### src/rtl/can_defs.sv
// Shared CAN transmit-scheduler types: frame layout, mailbox count, FSM states and the
// arbitration priority key.
package can_defs;

  localparam int unsigned MbNum = 3;

  typedef struct packed {
    logic            ide;
    logic [10:0]     id_std;
    logic [28:0]     id_ext;
    logic            rtr;
    logic [3:0]      dlc;
    logic [7:0][7:0] data;
  } can_frame_t;

  typedef enum logic [1:0] {
    StIdle,
    StStart,
    StActive
  } state_e;

  // Bit order follows the on-wire arbitration field, so the numerically lowest key wins the bus.
  function automatic logic [31:0] prio_key(input can_frame_t f);
    logic [31:0] key;
    if (f.ide) begin
      key = {f.id_ext[28:18], 1'b1, 1'b1, f.id_ext[17:0], f.rtr};
    end else begin
      key = {f.id_std, f.rtr, 1'b0, 18'd0, 1'b0};
    end
    return key;
  endfunction

endpackage

### src/rtl/can_tx_prio_cmp.sv
// Combinational 3-way arbitration: lowest priority key among pending mailboxes,
// ties resolved towards the lower mailbox index.
module can_tx_prio_cmp import can_defs::*; (
  input  can_frame_t       i_frames [MbNum],
  input  logic [MbNum-1:0] i_pending,
  output logic [1:0]       o_win_idx,
  output logic             o_win_valid
);

  logic [31:0] w_keys [MbNum];
  logic [31:0] w_best;
  logic [1:0]  w_idx;
  logic        w_valid;

  always_comb begin
    for (int i = 0; i < MbNum; i++) begin
      w_keys[i] = prio_key(i_frames[i]);
    end
  end

  // Strict less-than keeps the earlier (lower) index on equal keys.
  always_comb begin
    w_best  = '1;
    w_idx   = '0;
    w_valid = 1'b0;
    for (int i = 0; i < MbNum; i++) begin
      if (i_pending[i] && (!w_valid || (w_keys[i] < w_best))) begin
        w_best  = w_keys[i];
        w_idx   = 2'(i);
        w_valid = 1'b1;
      end
    end
  end

  assign o_win_idx   = w_idx;
  assign o_win_valid = w_valid;

endmodule

### src/rtl/can_tx_scheduler.sv
// Three-mailbox CAN transmit scheduler: holds frames, arbitrates by CAN priority and
// hands the winner to the transmitter, handling completion, lost arbitration and aborts.
module can_tx_scheduler import can_defs::*; (
  input  logic             clk,
  input  logic             rst_n,
  input  logic             mb_wr_en,
  input  logic [1:0]       mb_wr_sel,
  input  can_frame_t       mb_wr_frame,
  input  logic [MbNum-1:0] abort_req,
  input  logic             bus_idle,
  input  logic             tx_done,
  input  logic             arb_lost,
  output logic             start_tx,
  output logic             ide,
  output logic [10:0]      id_std,
  output logic [28:0]      id_ext,
  output logic             rtr,
  output logic [3:0]       dlc,
  output logic [7:0]       tx_data_0,
  output logic [7:0]       tx_data_1,
  output logic [7:0]       tx_data_2,
  output logic [7:0]       tx_data_3,
  output logic [7:0]       tx_data_4,
  output logic [7:0]       tx_data_5,
  output logic [7:0]       tx_data_6,
  output logic [7:0]       tx_data_7,
  output logic [MbNum-1:0] mb_pending,
  output logic [MbNum-1:0] mb_done,
  output logic [MbNum-1:0] mb_aborted,
  output logic             busy,
  output logic             wr_err
);

  state_e           r_state, w_state_d;
  can_frame_t       r_mb [MbNum];
  can_frame_t       r_frame;
  logic [MbNum-1:0] r_pending, w_pending_d;
  logic [MbNum-1:0] r_mb_done, w_mb_done_d;
  logic [MbNum-1:0] r_mb_aborted, w_mb_aborted_d;
  logic [1:0]       r_act_idx;
  logic             r_defer, w_defer_d;
  logic             r_wr_err;

  logic [1:0]       w_win_idx;
  logic             w_win_valid;
  logic [MbNum-1:0] w_win_mask;
  logic [MbNum-1:0] w_act_mask;
  logic [MbNum-1:0] w_wr_hit;
  logic             w_sel_ok;
  logic             w_wr_drop;
  logic             w_wr_do;
  logic [MbNum-1:0] w_abort_now;
  logic             w_abort_defer;
  logic             w_done;
  logic             w_lost;
  logic             w_win_touched;
  logic             w_latch;

  can_tx_prio_cmp u_prio_cmp (
    .i_frames    (r_mb),
    .i_pending   (r_pending),
    .o_win_idx   (w_win_idx),
    .o_win_valid (w_win_valid)
  );

  always_comb begin
    w_sel_ok      = (mb_wr_sel < 2'(MbNum));
    w_act_mask    = (r_state != StIdle) ? (3'b001 << r_act_idx) : 3'b000;
    w_wr_hit      = (mb_wr_en && w_sel_ok) ? (3'b001 << mb_wr_sel) : 3'b000;
    w_win_mask    = w_win_valid ? (3'b001 << w_win_idx) : 3'b000;
    w_wr_drop     = mb_wr_en && (!w_sel_ok || (|(w_wr_hit & (abort_req | w_act_mask))));
    w_wr_do       = mb_wr_en && !w_wr_drop;
    w_abort_now   = abort_req & r_pending & ~w_act_mask;
    w_abort_defer = |(abort_req & w_act_mask);
    w_done        = (r_state == StActive) && tx_done;
    w_lost        = (r_state == StActive) && arb_lost && !tx_done;
    // Hold off selection for one cycle if the winner is being rewritten or aborted right now.
    w_win_touched = |(w_win_mask & (w_wr_hit | abort_req));
  end

  always_comb begin
    w_state_d = r_state;
    w_latch   = 1'b0;
    unique case (r_state)
      StIdle: begin
        if (w_win_valid && bus_idle && !w_win_touched) begin
          w_state_d = StStart;
          w_latch   = 1'b1;
        end
      end
      StStart:  w_state_d = StActive;
      StActive: if (tx_done || arb_lost) w_state_d = StIdle;
      default:  w_state_d = StIdle;
    endcase
  end

  always_comb begin
    w_pending_d    = r_pending & ~w_abort_now;
    w_mb_done_d    = '0;
    w_mb_aborted_d = w_abort_now;
    w_defer_d      = r_defer | w_abort_defer;
    if (w_wr_do) w_pending_d = w_pending_d | w_wr_hit;
    if (w_done) begin
      w_pending_d = w_pending_d & ~w_act_mask;
      w_mb_done_d = w_act_mask;
      w_defer_d   = 1'b0;
    end else if (w_lost) begin
      w_defer_d = 1'b0;
      if (r_defer || w_abort_defer) begin
        w_pending_d    = w_pending_d & ~w_act_mask;
        w_mb_aborted_d = w_mb_aborted_d | w_act_mask;
      end
    end
  end

  always_ff @(posedge clk or negedge rst_n) begin
    if (!rst_n) begin
      r_state      <= StIdle;
      r_pending    <= '0;
      r_mb_done    <= '0;
      r_mb_aborted <= '0;
      r_act_idx    <= '0;
      r_defer      <= 1'b0;
      r_wr_err     <= 1'b0;
      r_frame      <= '0;
      for (int i = 0; i < MbNum; i++) begin
        r_mb[i] <= '0;
      end
    end else begin
      r_state      <= w_state_d;
      r_pending    <= w_pending_d;
      r_mb_done    <= w_mb_done_d;
      r_mb_aborted <= w_mb_aborted_d;
      r_defer      <= w_defer_d;
      r_wr_err     <= w_wr_drop;
      if (w_latch) begin
        r_act_idx <= w_win_idx;
        r_frame   <= r_mb[w_win_idx];
      end
      for (int i = 0; i < MbNum; i++) begin
        if (w_wr_do && (mb_wr_sel == 2'(i))) r_mb[i] <= mb_wr_frame;
      end
    end
  end

  assign start_tx   = (r_state == StStart);
  assign busy       = (r_state != StIdle);
  assign wr_err     = r_wr_err;
  assign mb_pending = r_pending;
  assign mb_done    = r_mb_done;
  assign mb_aborted = r_mb_aborted;
  assign ide        = r_frame.ide;
  assign id_std     = r_frame.id_std;
  assign id_ext     = r_frame.id_ext;
  assign rtr        = r_frame.rtr;
  assign dlc        = r_frame.dlc;
  assign tx_data_0  = r_frame.data[0];
  assign tx_data_1  = r_frame.data[1];
  assign tx_data_2  = r_frame.data[2];
  assign tx_data_3  = r_frame.data[3];
  assign tx_data_4  = r_frame.data[4];
  assign tx_data_5  = r_frame.data[5];
  assign tx_data_6  = r_frame.data[6];
  assign tx_data_7  = r_frame.data[7];

endmodule
### config.mk
export PLATFORM = sky130hd
export DESIGN_NAME = can_tx_scheduler
export DESIGN_NICKNAME = d
export VERILOG_FILES = /design/src/rtl/can_defs.sv /design/src/rtl/can_tx_prio_cmp.sv /design/src/rtl/can_tx_scheduler.sv
export SDC_FILE = /design/constraint.sdc
export NUM_CORES = 1
export LEC_CHECK = 0
export CELL_PAD_IN_SITES_DETAIL_PLACEMENT = 0
export CELL_PAD_IN_SITES_GLOBAL_PLACEMENT = 1
export CORE_AREA = 8 8 241 243
export DETAILED_ROUTE_END_ITERATION = 8
export DIE_AREA = 0 0 249 251
export PLACE_DENSITY = 0.72
export SETUP_SLACK_MARGIN = 0.02
export SLEW_MARGIN = 15
export SYNTH_ARGS = -nofsm -noshare
export SYNTH_HDL_FRONTEND = slang
export SYNTH_SLANG_ARGS = --single-unit
### constraint.sdc
create_clock -name clk -period 7 [get_ports clk]
set_input_delay 1.4 -clock clk [delete_from_list [all_inputs] [get_ports clk]]
set_output_delay 1.4 -clock clk [all_outputs]
set_load 0.01 [all_outputs]
# After elaboration in Yosys (flattened, before gate mapping)
# Index checks and enable logic that the tools add are counted.
# word_totals
reg_bits,455
latch_bits,0
mem_bits_rw,0
romBits,0
input_bits,121
output_inout_bits,122
memories,0
# op_classes
addsub,0
multipliers,0
n_div,0
n_lt_le_gt_ge,4
n_eq_ne,6
shift,3
muxes,31
bitwise,15
reduce_logical,31
# op_table
op,count
110-bit binary-select mux with 2-bit select,1
110-bit 2-to-1 mux,2
32-bit 2-to-1 mux,5
32-bit < comparator,2
3-bit 2-to-1 mux,11
3-bit AND,7
1-bit logical AND,13
3-bit bitwise OR,4
3-bit OR reduction,3
"1-bit by 2-bit << shifter with 3-bit output, first input constant",3
1-bit 2-to-1 mux,8
1-bit logical NOT,6
2-bit 2-to-1 mux,3
3-bit inverter,2
2-bit case mux with 3 select lines,1
1-bit logical OR,5
"2-bit by 1-bit equality test with 1-bit output, second input constant",2
"2-bit equality test, second input constant",2
2-bit logical NOT,2
"3-bit greater-or-equal comparator, second input constant",1
2-bit inverter with 3-bit output,1
"2-bit < comparator, second input constant",1
"2-bit by 1-bit != test with 1-bit output, second input constant",1
"2-bit != test, second input constant",1
other kinds (3),3

# Depth between registers and ports, before layout
# Gate-level depths: netlist (run 1).
# logic_depth
depth_word,18
ltp_mapped,28

# Cells and area by module
# A second synthesis (run 1) with hierarchy kept.
# unflattened
cells_unflattened,1881
hier_area_um2,22110.0
# by_module_without_submodules
mod,instances,cells_each,area_per_inst_um2,seq_area_each_um2
can_tx_scheduler,1,1517,19409.9,11385.9
can_tx_prio_cmp,1,364,2700.1,0.0

# Least setup slack after synthesis (run 1)
# OpenSTA, ideal clock, no wires.
# synth_timing
path_kind,register to register
startpoint,register r_pending[0] (netlist: mb_pending[0])
endpoint,"register r_frame, in the netlist tx_data_0[0]"
setup_ns,0.128
arrival_ns,6.160
t_required_ns,6.872
slack_ns,0.712
stages_incl_launch_ff,28
n_path_buf,9
period_less_slack_ns,6.288
cell_sequence,dfrtp_1 buf_2 inv_1 clkbuf_1 clkbuf_1 a21oi_1 ha_1 a21oi_1 o21ai_0 a221oi_1 o32a_1 and3_1 buf_6 buf_6 buf_6 clkbuf_1 mux2_2 ha_1 a211oi_1 o21ai_0 a21oi_1 o311ai_0 a21oi_1 a31oi_1 buf_2 clkbuf_1 mux2_2 mux2_1
# synth_between
elab_chain_cells,17
# synth_lines
element,line_no,text
from (decl),can_tx_scheduler.sv:37,"logic [MbNum-1:0] r_pending, w_pending_d;"
from (signal assigned),can_tx_scheduler.sv:131,r_pending <= w_pending_d;
32-bit 2-to-1 mux or 1-bit 2-to-1 mux (tied branches),can_tx_prio_cmp.sv:27,if (i_pending[i] && (!w_valid || (w_keys[i] < w_best))) begin
32-bit < comparator or 1-bit logical NOT (tied branches),can_tx_prio_cmp.sv:27,
1-bit logical OR,can_tx_prio_cmp.sv:27,
1-bit logical AND,can_tx_prio_cmp.sv:27,
32-bit 2-to-1 mux or 1-bit 2-to-1 mux (tied branches),can_tx_prio_cmp.sv:27,
32-bit < comparator or 1-bit logical NOT (tied branches),can_tx_prio_cmp.sv:27,
1-bit logical OR,can_tx_prio_cmp.sv:27,
1-bit logical AND,can_tx_prio_cmp.sv:27,
2-bit 2-to-1 mux,can_tx_prio_cmp.sv:27,
1-bit by 2-bit << shifter with 3-bit output,can_tx_scheduler.sv:70,w_win_mask = w_win_valid ? (3'b001 << w_win_idx) : 3'b000;
3-bit 2-to-1 mux,can_tx_scheduler.sv:70,
3-bit AND,can_tx_scheduler.sv:78,w_win_touched = |(w_win_mask & (w_wr_hit | abort_req));
3-bit OR reduction,can_tx_scheduler.sv:78,
1-bit logical NOT,can_tx_scheduler.sv:86,if (w_win_valid && bus_idle && !w_win_touched) begin
1-bit logical AND,can_tx_scheduler.sv:86,
1-bit 2-to-1 mux,can_tx_scheduler.sv:86,
1-bit 2-to-1 mux,can_tx_scheduler.sv:84,unique case (r_state)
to (signal assigned),can_tx_scheduler.sv:138,r_frame <= r_mb[w_win_idx];
to (decl),can_tx_scheduler.sv:36,can_frame_t r_frame;
# Several ways; a longest one is shown, not always the timed one. The select of a mux whose other input is x is not followed.
# A chain may end at the register's enable or synchronous reset.

# Worst setup path in the final report (run 1)
# layout_timing
startpoint,register r_mb[219] (netlist bit)
endpoint,"register r_frame, in the netlist tx_data_7[4]"
# layout_between
elab_chain_cells,17
# layout_lines
element,line_no,text
from (decl),can_tx_scheduler.sv:35,can_frame_t r_mb [MbNum];
"from (signal, indexed assignment)",can_tx_scheduler.sv:141,if (w_wr_do && (mb_wr_sel == 2'(i))) r_mb[i] <= mb_wr_frame;
32-bit 2-to-1 mux *,can_defs.sv:25,if (f.ide) begin
32-bit < comparator,can_tx_prio_cmp.sv:27,
1-bit logical OR,can_tx_prio_cmp.sv:27,
1-bit logical AND,can_tx_prio_cmp.sv:27,
32-bit 2-to-1 mux or 1-bit 2-to-1 mux (tied branches),can_tx_prio_cmp.sv:27,
32-bit < comparator or 1-bit logical NOT (tied branches),can_tx_prio_cmp.sv:27,
1-bit logical OR,can_tx_prio_cmp.sv:27,
1-bit logical AND,can_tx_prio_cmp.sv:27,
2-bit 2-to-1 mux,can_tx_prio_cmp.sv:27,
1-bit by 2-bit << shifter with 3-bit output,can_tx_scheduler.sv:70,
3-bit 2-to-1 mux,can_tx_scheduler.sv:70,
3-bit AND,can_tx_scheduler.sv:78,
3-bit OR reduction,can_tx_scheduler.sv:78,
1-bit logical NOT,can_tx_scheduler.sv:86,
1-bit logical AND,can_tx_scheduler.sv:86,
1-bit 2-to-1 mux,can_tx_scheduler.sv:86,
1-bit 2-to-1 mux,can_tx_scheduler.sv:84,
# Mark *: on every way between the ends. The rest lies on a longest branch, timed or not. The select of a mux whose other input is x is not followed.

==> impl_metrics.json, run 1 <==
{
  "overflow": 0,
  "setup_viol": 0,
  "vdd_drop_max_uv": 278,
  "fmax_mhz": 161,
  "drt-total-wl_um": 55000,
  "syn2layout_area_growth_pct": 22.3,
  "final-hold-violation-count": 0,
  "cts_buffer_depth": 3,
  "numPortBuffers": 242,
  "syn_area_mm2": 0.0225,
  "synthDistinctLibCells": 52,
  "fillers": 4640,
  "placed_area_mm2": 0.0258,
  "drive_above_1_share_pct": 43.4,
  "synth_nets": 1816,
  "crit_end": "tx_data_7[4]",
  "setup.worst_path.start_class": "register",
  "r2r_end": "tx_data_7[4]",
  "clockPowerShare_pct": 22.4,
  "cts_setup_buffers": 0,
  "worst_pin_slew_ns": 1.07,
  "dp_hpwl_um": 36600,
  "drc": 0,
  "yosysMostFrequentCell": "mux2_2",
  "die_area_mm2": 0.0625,
  "grt.met1_usage_pct": 21.9,
  "postSynthAreaPerCell_um2": 13.8,
  "relSlewSlack_pct": 28.5,
  "ys_warn_count": 0,
  "track_usage_pct": 17.6,
  "design.core.area_mm2": 0.0543,
  "worst_setup_path_end_kind": "register",
  "r2r_start": "r_mb[219]",
  "rsz0062_at_grt": "false",
  "drtPass1Iterations": 4,
  "power_density_mw_per_mm2": 426,
  "busiest_layer": "met2",
  "num_vias": 13787,
  "grt_pass1_wl_um": 88900,
  "holdBufCountCts": 0,
  "synth_edf_count": 0,
  "grt_util_met2_pct": 29.9,
  "fin_worst_skew_ns": 0.0212,
  "synth-seq-cells": 455,
  "hold_class": "register to register",
  "syn_inst": 1633,
  "num_rows": 86,
  "cts_root_buffer": "clkbuf_16",
  "finalCritPeriodShare_pct": 88.9,
  "crit_path_start": "r_mb[219]",
  "cts-resized-gates": 0,
  "switching_share_pct": 30.7,
  "synth.top_cell.area_share_pct": 50.7,
  "cts_tree": "built",
  "p_int_w": 0.00811,
  "leakagePower_nw": 12.0,
  "num-nets-final": 2051,
  "fin_cells": 2615,
  "fin_crit_ns": 6.22,
  "h-tree-depth": 2,
  "die_x_um": 249,
  "hold_slack_ns": 0.483,
  "grt_max_degree": 186,
  "vias_per_cell": 5.27,
  "clk_pin_slew_ns": 0.06,
  "status": "finished clean",
  "required_ns": 7.46,
  "p_total_w": 0.0117,
  "die_height_um": 251,
  "seq_area_frac_synth_pct": 50.7,
  "ys.flop_type": "dfrtp_1",
  "synth_area_leader_cell": "dfrtp_1",
  "grt_pass1_vias": 15499,
  "cts_made_buffers": 51,
  "cap_violations": 0,
  "hold_depth": 1,
  "dp.cells": 2519,
  "gp_congestion": 0.800,
  "yosys-top-cells-area": "dfrtp_1 51%, mux2_2 33%, ha_1 3.5%",
  "path_max_fanout": 28,
  "initial_utilization_pct": 41.3,
  "drtIter0Drc": 618,
  "antenna_found_initial": 10,
  "avgRoutedWirePerCell_um": 21.0,
  "p_comb_share_pct": 39.9,
  "seqPwrFrac_pct": 37.7,
  "slowest_delay_ns": 0.57,
  "crit_chain": "buf_12, mux2_2, ha_1, a211oi_1, o21ai_0, o221ai_1, a21o_1, and3_4, buf_4, mux2_2, ha_1, nand4_1, nor2_1, and3_1, and3_1, nand3_1, a31oi_4, buf_12, buf_12, mux2_2, mux2_2",
  "crit_type": "register to register",
  "arrival_ns": 6.68,
  "synthTopCellsByCount": "654 x mux2_2, 455 x dfrtp_1, 63 x clkbuf_1, 62 x ha_1, 59 x nand2_1",
  "detail-route-antenna-nets": 0,
  "io_pins": 243,
  "clock_latency_ns": 0.59,
  "async_reset_ff_share_pct": 100,
  "cts.sinks": 455,
  "min-delay-start": "tx_data_0[2]",
  "grt_use_met3_pct": 4.50,
  "finalInstanceArea_mm2": 0.0275,
  "r2r_slack_ns": 0.78,
  "slew_violations": 0,
  "cpMostUsedCell": "mux2_2",
  "crit_slowest_cell": "dfrtp_1",
  "p_sw_w": 0.00359,
  "fin_tns_setup_ns": 0,
  "ff2ff_path_depth": 21
}
## placed cells by master (no fill, tap or decap), types with 3 or more instances in the layout
cell type	instances
and2_1	19
o21ai_0	19
mux2i_1	25
mux2_2	654
a21o_1	4
nand4_1	10
and3_1	3
clkinv_2	12
diode_2	4
a211oi_1	7
mux2_4	45
a21oi_1	46
buf_4	17
inv_1	40
clkinvlp_4	3
ha_1	62
nor3_1	6
bufinv_16	3
o211ai_1	4
dfrtp_1	454
nand2_1	58
nand3_1	10
clkbuf_1	12
clkbuf_16	51
mux2_1	3
o21a_1	4
clkbuf_8	8
nor2_1	26
buf_12	16
clkdlybuf4s50_1	241
## worst max-delay path, delay by kind of cell, from the launching register on
| family | cells | cell delay (ns) |
|---|---|---|
| adders and majority gates | 2 | 0.62 |
| DFF | 1 | 0.57 |
| buffers and inverters | 4 | 0.94 |
| and+or+nand+nor | 6 | 1.44 |
| AOI/OAI and AO/OA | 5 | 1.16 |
| muxes | 4 | 1.33 |
## registers in the layout, summed over array words and instances (netlist names), 2 cells and up
| register | count |
|---|---|
| dlc | 4 |
| id_ext | 29 |
| id_std | 11 |
| mb_aborted | 3 |
| mb_done | 3 |
| mb_pending | 3 |
| r_act_idx | 2 |
| r_mb | 330 |
| r_state | 2 |
| tx_data_0 | 8 |
| tx_data_1 | 8 |
| tx_data_2 | 8 |
| tx_data_3 | 8 |
| tx_data_4 | 8 |
| tx_data_5 | 8 |
| tx_data_6 | 8 |
| tx_data_7 | 8 |
## power groups by stage
| stage | sequential [W] | combinational [W] | clock (W) |
|---|---|---|---|
| 2_1_floorplan | 0.00435 | 0.00296 | 0 |
| 3_3_place_gp | 0.00441 | 0.00466 | 0 |
| 3_5_place_dp | 0.00446 | 0.00473 | 0 |
| 4_1_cts | 0.00442 | 0.00476 | 0.00271 |
| 5_1_grt | 0.00456 | 0.00508 | 0.00282 |
| 6_report | 0.00441 | 0.00467 | 0.00263 |
## logic make-up (layout without fill, tap and decap cells)
family,count (synthesis),count (layout),share of synthesized area [%]
mux,727,727,37.1
flops,455,455,50.7
simple gates,151,151,3.31
buf+inv,134,408,2.68
compound gates,104,104,2.82
fa+ha+maj,62,62,3.45
other cells,0,4,0
## worst min-delay path by stage
| stage | endpoint |
|---|---|
| after floorplan | r_mb[173] |
| after CTS | tx_data_0[2] |
| final | tx_data_0[2] |
| after detailed placement | tx_data_0[2] |
| after global placement | tx_data_0[2] |
| after global routing | r_mb[61] |
## routing by layer
layer	vias to the layer above	wire, µm
met5	-	71
met4	10	1400
li1	6376	-
met1	7057	24200
met2	254	26500
met3	90	2860
## through the flow
step | util (%) | worst slack [ns]
final | 50.6 | 0.780
after global routing | 50.5 | 0.369
after CTS | 50.5 | 0.794
after detailed placement | 47.5 | 0.821
after global placement | 47.5 | 0.885
after floorplan | - | 0.712
## layout make-up
type | instances | area (µm²) | share of cell area (%)
Tap cell | 704 | 881 | 3.21
Antenna cell | 4 | 10.0 | 0.0364
Sequential cell | 455 | 11400 | 41.4
Timing Repair Buffer | 275 | 2880 | 10.5
Multi-Input combinational cell | 1044 | 10500 | 38.3
Clock buffer | 71 | 1430 | 5.21
Inverter | 41 | 154 | 0.560
Clock inverter | 21 | 214 | 0.779
Note: power is estimated with default switching activity, not from simulation.
==> run 2: changes to the inputs <==
- CELL_PAD_IN_SITES_DETAIL_PLACEMENT: 0 -> 1
- CTS_CLUSTER_SIZE: default -> 12
==> run 2 against run 1 <==
Effect of this change:
- count of clock-buffer cells in the layout rose by 9
- design area grew 0.39%
- cell count barely moved
- sequential power about the same
- flip-flop and latch count did not move
- critical path depth is the same
- wire length up 7.2%
- critical path type unchanged
==> impl_metrics.json, run 2 (synthesized netlist as in run 1, its figures left out) <==
{
  "status": "finished clean",
  "clockPowerShare_pct": 23.2,
  "grt_max_degree": 186,
  "hold_slack_ns": 0.500,
  "track_usage_pct": 18.9,
  "cts_buffer_depth": 3,
  "drtPass1Iterations": 5,
  "p_comb_share_pct": 39.7,
  "drive_above_1_share_pct": 43.6,
  "clk_pin_slew_ns": 0.06,
  "cts.sinks": 455,
  "die_x_um": 249,
  "setup_viol": 0,
  "crit_path_start": "r_mb[219]",
  "fin_tns_setup_ns": 0,
  "io_pins": 243,
  "h-tree-depth": 2,
  "grt_pass1_vias": 16418,
  "arrival_ns": 6.69,
  "fin_crit_ns": 6.22,
  "clock_latency_ns": 0.59,
  "dp_hpwl_um": 39200,
  "power_density_mw_per_mm2": 434,
  "setup.worst_path.start_class": "register",
  "r2r_start": "r_mb[219]",
  "fillers": 5335,
  "gp_congestion": 0.800,
  "hold_class": "register to register",
  "vdd_drop_max_uv": 237,
  "seqPwrFrac_pct": 37.1,
  "antenna_found_initial": 6,
  "num_rows": 86,
  "drtIter0Drc": 607,
  "design.core.area_mm2": 0.0543,
  "cts_tree": "built",
  "avgRoutedWirePerCell_um": 22.6,
  "leakagePower_nw": 12.0,
  "path_max_fanout": 28,
  "final_cell_mix": "654 x mux2_2, 454 x dfrtp_1, 241 x clkdlybuf4s50_1",
  "final-hold-violation-count": 0,
  "cts_made_buffers": 51,
  "top_register": "r_mb",
  "seqCellArea_mm2": 0.0114,
  "cts_setup_buffers": 0,
  "drc": 0,
  "vias_per_cell": 5.37,
  "p_sw_w": 0.00372,
  "rsz0062_at_grt": "false",
  "num-nets-final": 2051,
  "largest_reg_flops": 330,
  "switching_share_pct": 31.1,
  "multi_input_area_mm2": 0.0105,
  "numPortBuffers": 242,
  "fin_util_pct": 50.8,
  "required_ns": 7.47,
  "relSlewSlack_pct": 29.7,
  "min-delay-start": "tx_data_0[0]",
  "finalCritPeriodShare_pct": 88.9,
  "initial_utilization_pct": 41.3,
  "fmax_mhz": 161,
  "grt_pass1_wl_um": 95500,
  "r2r_slack_ns": 0.78,
  "crit_type": "register to register",
  "overflow": 0,
  "fin_worst_skew_ns": 0.0158,
  "die_area_mm2": 0.0625,
  "p_int_w": 0.00825,
  "p_total_w": 0.0120,
  "worst_setup_path_end_kind": "register",
  "drt-total-wl_um": 59000,
  "cts-resized-gates": 0,
  "slew_violations": 0,
  "final_common_cell": "mux2_2",
  "cts_root_buffer": "clkbuf_16",
  "num_vias": 14032,
  "detail-route-antenna-nets": 0,
  "die_height_um": 251,
  "worst_pin_slew_ns": 1.06,
  "holdBufCountCts": 0,
  "syn2layout_area_growth_pct": 22.8,
  "cap_violations": 0
}
## run 2: changes by cell type in the layout (fill, tap and decap cells not counted), sizes merged
cell,before,now
clkbuf,71,80
clkinv,15,7
diode,4,2
clkinvlp,3,2
inv,41,42
## run 2: area by class of cell
type	count	share of cell area [%]
inverter	41	0.558
multi-input combinational	1044	38.2
sequential	455	41.3
timing repair buffer	275	10.4
clock buffer	80	5.79
tap	704	3.19
antenna	2	0.0181
clock inverter	13	0.581
## run 2: power by group through the flow
stage	sequential, W	clock (W)	combinational [W]
after CTS	0.00445	0.00286	0.00484
final	0.00444	0.00278	0.00475
after global placement	0.00441	0	0.00466
after detailed placement	0.00448	0	0.00480
after floorplan	0.00435	0	0.00296
after global routing	0.00459	0.00296	0.00516
## run 2: worst paths after layout
kind / endpoint / cells after the start
max: tx_data_4[0] / 21
min: tx_data_0[0] / 1
max reg2reg: tx_data_4[0] / 21
min reg2reg: tx_data_0[0] / 1
max in group asynchronous: r_mb[41] / 2
min in group asynchronous: r_mb[81] / 1
## run 2: worst max-delay path, cell delays in order, from the launching register on
cell      delay (ns)
dfrtp_1         0.56
buf_12          0.25
mux2_2          0.37
ha_1            0.32
a211oi_1        0.24
o21ai_0         0.11
o221ai_1        0.28
a21o_1          0.21
and3_4          0.51
buf_4           0.30
mux2_2          0.35
ha_1            0.30
nand4_1         0.19
nor2_1          0.24
and3_1          0.21
and3_1          0.15
nand3_1         0.16
a31oi_4         0.30
buf_12          0.20
buf_12          0.19
mux2_2          0.35
mux2_2          0.26
## run 2: layer usage
layer / vias to the layer above / global-route usage (%) / wire length [µm]
li1: 6354 / - / -
met1: 7359 / 23.2 / 25200
met2: 232 / 33.2 / 29600
met3: 79 / 4.49 / 2820
met4: 8 / 4.74 / 1270
met5: - / 0 / 55
## run 2: per-stage QoR
step,cell area (µm²),setup WS [ns],instances
after global placement,25800,0.885,2519
after detailed placement,25800,0.790,2519
after floorplan,22500,0.712,1633
after global routing,27600,0.368,2612
after CTS,27600,0.748,2612
final,27600,0.779,2614
==> run 3: changes to the inputs <==
- CORE_AREA: 8 8 241 243 -> 8 8 246 248
- DIE_AREA: 0 0 249 251 -> 0 0 254 256
- PLACE_DENSITY: 0.72 -> 0.7
==> run 3 against run 2 <==
Effect of this change:
- via count shrank 0.30%
- largest cell class unchanged
- sequential power shrank 0.9%
- clock skew grew 0.00061 ns
- global-route usage shrank 0.43 points
- design area shrank 0.13%
- fmax shrank 3.7%
- sequential share of layout area is essentially flat
- count of clock-buffer cells in the layout shrank 8
- die area grew 4.0%
- non-clock buffer count is the same
- combinational power is essentially flat
==> impl_metrics.json, run 3 (synthesized netlist as in run 1, its figures left out) <==
{
  "status": "finished clean",
  "cts_made_buffers": 52,
  "grt_pass1_vias": 16226,
  "vdd_drop_max_uv": 228,
  "finalInstanceArea_mm2": 0.0275,
  "avgRoutedWirePerCell_um": 22.1,
  "arrival_ns": 6.93,
  "worst_setup_path_end_kind": "register",
  "r2r_end": "tx_data_0[0]",
  "cts.sinks": 455,
  "power_density_mw_per_mm2": 428,
  "num_vias": 13990,
  "seqPwrFrac_pct": 37.3,
  "cts_tree": "built",
  "final_common_cell": "mux2_2",
  "clockPowerShare_pct": 22.6,
  "path_max_fanout": 33,
  "seqCellArea_mm2": 0.0114,
  "slowest_delay_ns": 0.49,
  "cp_num_cells": 21,
  "p_comb_share_pct": 40.1,
  "drtPass1Iterations": 4,
  "worst_pin_slew_ns": 1.15,
  "fillers": 5706,
  "r2r_start": "r_mb[219]",
  "initial_utilization_pct": 39.5,
  "cts_buffer_depth": 3,
  "p_sw_w": 0.00369,
  "syn2layout_area_growth_pct": 22.6,
  "drtIter0Drc": 444,
  "ff2ff_path_depth": 21,
  "design.core.area_mm2": 0.0568,
  "die_x_um": 254,
  "cts-resized-gates": 0,
  "detail-route-antenna-nets": 0,
  "gp_congestion": 0.816,
  "relSlewSlack_pct": 23.6,
  "top_register": "r_mb",
  "final_cell_mix": "654 x mux2_2, 455 x dfrtp_1, 241 x clkdlybuf4s50_1",
  "crit_chain": "buf_12, mux2_2, ha_1, a211oi_1, o21ai_0, o221ai_1, a21o_1, and3_4, buf_4, mux2_2, ha_1, nand3_1, nor3_1, inv_1, nor4_1, o41ai_1, a31oi_4, buf_12, buf_12, mux2_2, mux2_1",
  "fmax_mhz": 155,
  "die_height_um": 256,
  "numPortBuffers": 242,
  "die_area_mm2": 0.0650,
  "crit_type": "register to register",
  "crit_slowest_cell": "nor3_1",
  "leakagePower_nw": 12.0,
  "setup_viol": 0,
  "largest_reg_flops": 330,
  "cap_violations": 0,
  "dp_hpwl_um": 39700,
  "slew_violations": 0,
  "switching_share_pct": 31.2,
  "antenna_found_initial": 12,
  "fin_tns_setup_ns": 0,
  "h-tree-depth": 2,
  "crit_path_start": "r_mb[219]",
  "cts_setup_buffers": 0,
  "drive_above_1_share_pct": 43.3,
  "rsz0062_at_grt": "false",
  "fin_util_pct": 48.5,
  "finalCritPeriodShare_pct": 92.3,
  "grt_pass1_wl_um": 95300,
  "holdBufCountCts": 0,
  "drc": 0,
  "fin_crit_ns": 6.46,
  "fin_worst_skew_ns": 0.0164,
  "cts_root_buffer": "clkbuf_16",
  "crit_buf_inv": 5,
  "placed_area_mm2": 0.0259,
  "critical_path.top_delay_family": "compound AO/OA/AOI/OAI gates",
  "io_pins": 243,
  "num-nets-final": 2052,
  "grt_max_degree": 174,
  "hold_depth": 1,
  "drt-total-wl_um": 59100,
  "multi_input_area_mm2": 0.0105,
  "post-place-ws_ns": 0.538,
  "final-hold-violation-count": 0,
  "p_int_w": 0.00812,
  "clock_latency_ns": 0.60,
  "clk_pin_slew_ns": 0.06,
  "postLayoutSetupSlackWorst_ns": 0.540,
  "num_rows": 88,
  "track_usage_pct": 18.5,
  "setup.worst_path.start_class": "register",
  "vias_per_cell": 5.24,
  "hold_slack_ns": 0.486,
  "hold_class": "register to register",
  "r2r_slack_ns": 0.54,
  "overflow": 0,
  "required_ns": 7.47,
  "crit_end": "tx_data_0[0]"
}
[run 3: changes by cell type in the layout (fill, tap and decap cells not counted), moves of 3 or more]
cell      previous run  this run
buf_12              16        13
buf_4               17        20
diode_2              2         7
clkbuf_8            19        11
[run 3: worst min-delay path by stage]
stage                             from           end  slack (ns)
after global routing      tx_data_0[1]  tx_data_0[1]        0.51
final                     tx_data_0[1]  tx_data_0[1]        0.49
after floorplan              r_mb[173]     r_mb[173]        0.47
after CTS                 tx_data_0[1]  tx_data_0[1]        0.50
after detailed placement  tx_data_0[2]  tx_data_0[2]        0.48
after global placement    tx_data_0[1]  tx_data_0[1]        0.47
[run 3: power by group through the flow]
stage / registers (W) / clock network [W] / logic [W]
floorplan: 0.00435 / 0 / 0.00296
global placement: 0.00438 / 0 / 0.00468
detailed placement: 0.00444 / 0 / 0.00480
CTS: 0.00441 / 0.00277 / 0.00483
global route: 0.00456 / 0.00286 / 0.00516
finish: 0.00440 / 0.00267 / 0.00473
[run 3: cell type report]
| cell class | instances | share of cell area, % |
|---|---|---|
| clock buffer | 72 | 5.47 |
| sequential | 455 | 41.3 |
| multi-input combinational | 1044 | 38.2 |
| tap | 765 | 3.47 |
| timing repair buffer | 275 | 10.3 |
| inverter | 41 | 0.559 |
| clock inverter | 13 | 0.595 |
| antenna | 7 | 0.0636 |
[run 3: stage by stage]
stage | total power, W | cells
2_1_floorplan | 0.00732 | 1633
3_3_place_gp | 0.00905 | 2580
3_5_place_dp | 0.00924 | 2580
4_1_cts | 0.0120 | 2665
5_1_grt | 0.0126 | 2668
6_report | 0.0118 | 2672
[run 3: layer usage]
| layer | wire (µm) | GRT usage, % | vias to the layer above | share of wire [%] |
|---|---|---|---|---|
| met3 | 3420 | 5.01 | 83 | 5.8 |
| met2 | 29600 | 31.7 | 230 | 50 |
| met5 | 58 | 0 | - | 0.098 |
| met1 | 24900 | 22.7 | 7294 | 42 |
| li1 | - | - | 6373 | - |
| met4 | 1110 | 4.67 | 10 | 1.9 |
